<file path="src/rtl/addsub_pkg.sv">
// Shared definitions for the pipelined signed adder/subtractor.
// Holds the op encoding and the stage-count helper.
package addsub_pkg;

  localparam logic OP_ADD = 1'b0;
  localparam logic OP_SUB = 1'b1;

  function automatic int stages(input int n, input int seg);
    return n / seg;
  endfunction

endpackage

</file>
<file path="src/rtl/addsub_seg.sv">
// SEG-bit combinational ripple-carry adder, one per pipeline stage.
// Ports: a, b operands; ci carry-in; s sum; co carry-out.
module addsub_seg #(
  parameter int SEG = 4
) (
  input  logic [SEG-1:0] a,
  input  logic [SEG-1:0] b,
  input  logic           ci,
  output logic [SEG-1:0] s,
  output logic           co
);

  logic [SEG:0] c;

  always_comb begin
    c    = '0;
    s    = '0;
    c[0] = ci;
    for (int i = 0; i < SEG; i++) begin
      s[i]   = a[i] ^ b[i] ^ c[i];
      c[i+1] = (a[i] & b[i]) | (c[i] & (a[i] ^ b[i]));
    end
  end

  assign co = c[SEG];

endmodule

</file>
<file path="src/rtl/addsub_pipe_ody.sv">
// Pipelined signed add/sub: N-bit carry chain cut into SEG-bit stages.
// Ports: clk, reset (sync, high); in_valid/in_ready + x, y, c_in, sub;
// out_valid/out_ready + sum (N+1 bits), c_out, ovf.
module addsub_pipe_ody
  import addsub_pkg::*;
#(
  parameter int N   = 8,
  parameter int SEG = 4
) (
  input  logic         clk,
  input  logic         reset,
  input  logic         in_valid,
  output logic         in_ready,
  input  logic [N-1:0] x,
  input  logic [N-1:0] y,
  input  logic         c_in,
  input  logic         sub,
  output logic         out_valid,
  input  logic         out_ready,
  output logic [N:0]   sum,
  output logic         c_out,
  output logic         ovf
);

  localparam int STAGES = stages(N, SEG);

  if ((N < 2) || (SEG < 1) || ((N % SEG) != 0)) begin : g_bad
    $error("addsub_pipe_ody: N must be >= 2 and a multiple of SEG");
  end

  // xs/ys: operand bits not yet consumed, sign-extended down as they
  // are used so the final stage finds only sign copies left.
  // lo: sum bits already produced by earlier segments.
  typedef struct packed {
    logic         v;
    logic [N-1:0] xs;
    logic [N-1:0] ys;
    logic [N-1:0] lo;
    logic         c;
  } stage_t;

  logic         en;
  logic [N-1:0] yy;
  logic         cc;
  stage_t       head;
  stage_t       last;

  always_comb begin
    yy = y;
    cc = c_in;
    unique case (sub)
      OP_ADD: begin
        yy = y;
        cc = c_in;
      end
      OP_SUB: begin
        yy = ~y;
        cc = 1'b1;
      end
    endcase
  end

  assign en = !out_valid || out_ready;
  assign in_ready = en;

  assign head = '{v: in_valid, xs: x, ys: yy, lo: '0, c: cc};

  for (genvar k = 0; k < STAGES; k++) begin : g_st
    stage_t         d;
    stage_t         nx;
    stage_t         q;
    logic [SEG-1:0] s;
    logic           co;

    if (k == 0) begin : g_head
      assign d = head;
    end else begin : g_tail
      assign d = g_st[k-1].q;
    end

    addsub_seg #(.SEG(SEG)) u_seg (
      .a  (d.xs[SEG-1:0]),
      .b  (d.ys[SEG-1:0]),
      .ci (d.c),
      .s  (s),
      .co (co)
    );

    always_comb begin
      nx    = d;
      nx.xs = N'($signed(d.xs) >>> SEG);
      nx.ys = N'($signed(d.ys) >>> SEG);
      nx.lo = d.lo | (N'(s) << (k * SEG));
      nx.c  = co;
    end

    always_ff @(posedge clk) begin
      if (reset) begin
        q <= '0;
      end else if (en) begin
        q <= nx;
      end
    end
  end

  assign last = g_st[STAGES-1].q;

  // Only sign copies remain in xs/ys, so an OR recovers each sign.
  assign out_valid = last.v;
  assign c_out     = last.c;
  assign sum       = {(|last.xs) ^ (|last.ys) ^ last.c, last.lo};
  assign ovf       = sum[N] ^ sum[N-1];

endmodule
</file>
<file path="config.mk">
export PLATFORM = sky130hd
export DESIGN_NAME = addsub_pipe_ody
export DESIGN_NICKNAME = d
export VERILOG_FILES = /design/src/rtl/addsub_pkg.sv /design/src/rtl/addsub_seg.sv /design/src/rtl/addsub_pipe_ody.sv
export SDC_FILE = /design/constraint.sdc
export NUM_CORES = 1
export LEC_CHECK = 0
export ABC_CLOCK_PERIOD_IN_PS = 3000
export CORE_AREA = 5 5 60 62
export DETAILED_ROUTE_END_ITERATION = 12
export DIE_AREA = 0 0 65 67
export GPL_TIMING_DRIVEN = 0
export PLACE_DENSITY = 0.75
export SLEW_MARGIN = 5
export SYNTH_ARGS = -nofsm -noshare
export SYNTH_HDL_FRONTEND = slang
export SYNTH_HIERARCHICAL = 1
export SYNTH_SLANG_ARGS = --single-unit
</file>
<file path="constraint.sdc">
create_clock -name clk -period 3 [get_ports clk]
set_clock_uncertainty 0.1 [all_clocks]
set_input_delay 0.3 -clock clk [delete_from_list [all_inputs] [get_ports clk]]
set_output_delay 0.3 -clock clk [all_outputs]
set_load 0.05 [all_outputs]
</file>
==> flow_metrics.py <==
metrics = {
    "clocking": {
        "cts_made_buffers": 3,
        "cts_sinks": 26,
        "clockBufferDepth": 2,
        "postCtsResizedCells": 0,
        "clk_pin_slew_worst_paths_ns": 0.13,
        "post-cts-setup-buffers": 0,
        "cts_tree": "done",
        "cts_root_buffer": "clkbuf_4",
        "htree_levels": 1,
        "postCtsHoldBufs": 0,
        "clk_latency_ns": 0.31,
    },
    "route": {
        "vias_per_cell": 4.59,
        "wl_per_cell_um": 11.3,
        "drc": 0,
        "drt_iter0_markers": 38,
        "drt_wl_total_um": 2560,
        "dr.pass1.iters": 4,
        "antenna_left": 0,
        "vias": 1038,
    },
    "timing": {
        "setup_viol": 0,
        "relSlewSlack_pct": 65.9,
        "grt_setup_unrepaired": "no",
        "worst_pin_slew_ns": 0.510,
        "period_minus_slack_ns": 2.57,
        "final-hold-violation-count": 0,
        "fin_ws_ns": 0.429,
        "setup-tns-final_ns": 0,
        "post-route-period-util_pct": 85.7,
        "max_freq_mhz": 389,
        "report.final.slew_viol_count": 0,
    },
    "global_route": {
        "grt.total_usage_pct": 13.5,
        "grt_overflow": 0,
        "grt_first_pass_wirelength_um": 4490,
        "grt_pass1_vias": 1026,
        "antenna_found_initial": 0,
        "grt_start_max_net_pins": 14,
    },
    "floorplan": {
        "io_pins": 35,
        "rows": 20,
        "coreArea_um2": 2980,
        "dieHeight_um": 67,
        "initial_core_util_pct": 44.7,
        "fp.dieW_um": 65,
        "die_area_um2": 4360,
    },
    "power": {
        "switching_share_pct": 32.9,
        "p_sw_mw": 0.269,
        "power_frac_comb_pct": 33.8,
        "clkPwrFrac_pct": 17.2,
        "power.internal_mw": 0.549,
        "cellLeakagePower_nw": 0.761,
        "seqPwrFrac_pct": 48.9,
        "power.density_nw_per_um2": 477,
        "ir_worst_vdd_mv": 0.187,
    },
    "yosys": {
        "yosys-top-cells-area": "dfxtp_1, fa_1, nand2_1",
        "synthFlopType": "dfxtp_1",
        "yosys_warnings": 6,
        "ys_seq_area_share_pct": 39.1,
        "synth_top_cells_by_count": "nand2_1, dfxtp_1, a21oi_1",
        "synth_top_area_share_pct": 39.1,
        "yosysTopAreaCell": "dfxtp_1",
        "syn_nets": 188,
        "synthCells": 158,
        "syn_avg_cell_area_um2": 8.42,
        "synth_edf_count": 0,
        "yosys.cell_count.top_type": "nand2_1",
        "syn-cell-area_um2": 1330,
        "synth.distinct_cells": 16,
        "ys_seq_elements": 26,
        "ys_async_sr_fraction_pct": 0,
    },
    "final_layout": {
        "postLayoutCoreUtil_pct": 57.6,
        "areaGrowthSynthToFinish_pct": 28.9,
        "n_antenna_cell": 0,
        "drive_gt1_share_pct": 14.0,
        "finalNetCount": 225,
    },
    "setup_path": {
        "path_max_fanout": 1,
        "crit_required_ns": 3.15,
        "reg2reg_depth": 10,
        "worstSetupPathType": "in -> reg",
        "worstPathArrival_ns": 2.72,
        "critPathLaunchType": "primary input",
        "end_kind": "flip-flop",
    },
    "place": {
        "place_ws_ns": 0.0859,
        "place.gp.congestion": 0.806,
        "hpwlAfterDp_um": 2080,
        "io_buffer_count": 32,
    },
    "hold_path": {
        "hold_class": "in -> reg",
        "holdPathStages": 2,
    },
    "flow_run": {
        "cap_violations": 0,
    },
    "outcome": {
        "outcome": "completed",
    },
}
[placed cells by master, fill, tap and decap left out, types with 6 or more instances in the layout]
cell,netlist,layout
nand2_1,42,42
clkdlybuf4s50_1,0,32
dfxtp_1,26,26
a21oi_1,21,21
inv_1,20,20
buf_4,11,11
fa_1,8,8
nor2_1,6,6
[final timing paths]
| path | startpoint | slack [ns] | to |
|---|---|---|---|
| hold / removal | reset | 0.17 | g_st[0].q[10] |
| hold reg to reg | sum[6] | 0.36 | sum[6] |
| setup reg to reg | g_st[0].q[17] | 0.73 | sum[7] |
| setup / recovery | c_in | 0.43 | g_st[0].q[4] |
[stage by stage]
step	instance area (um^2)	hold WS, ns	instances	total power [mW]
2_1_floorplan	1330	0.332	158	0.598
5_1_grt	1710	0.158	226	0.874
6_report	1710	0.172	226	0.818
3_5_place_dp	1690	0.347	223	0.689
4_1_cts	1710	0.168	226	0.828
3_3_place_gp	1690	0.340	223	0.681
[state kept, by name, indices dropped and copies added, names as in the netlist]
register and flops:
c_out 1, g_st.q 16, out_valid 1, sum 8
[power groups by stage]
stage | logic, mW | clock network, mW | registers (mW)
final | 0.277 | 0.141 | 0.401
after global routing | 0.305 | 0.163 | 0.406
after CTS | 0.281 | 0.146 | 0.401
after detailed placement | 0.280 | 0 | 0.409
after global placement | 0.274 | 0 | 0.407
after floorplan | 0.189 | 0 | 0.409
[critical path, cell delays in order]
cell and delay, ns:
clkdlybuf4s50_1 0.41, or2_2 0.29, fa_1 0.37, inv_1 0.08
fa_1 0.16, inv_1 0.05, fa_1 0.35, inv_1 0.07
fa_1 0.40, inv_1 0.06, nand2_1 0.05, a21oi_1 0.12
[metal layers]
metal,routed length [um],GRT usage [%]
met1,1060,15.6
met2,1340,24.1
met3,120,2.87
met4,42,5.54
met5,0,0
[cell families after synthesis]
logic type	synth area share, %
AOI/OAI and AO/OA	11.7
xor gates and xnor gates	7.81
adders and majority gates	12.0
buffers and inverters	14.3
DFF	39.1
and+or+nand+nor	15.1
[final cells by class]
type,instances,area [um^2]
inverter,21,78.8
tap,33,41.3
sequential,26,520
fill,280,1260
multi-input combinational,94,619
buffer,17,111
clock buffer,3,22.5
timing repair buffer,32,320
Note: power is estimated with default switching activity, not from simulation.
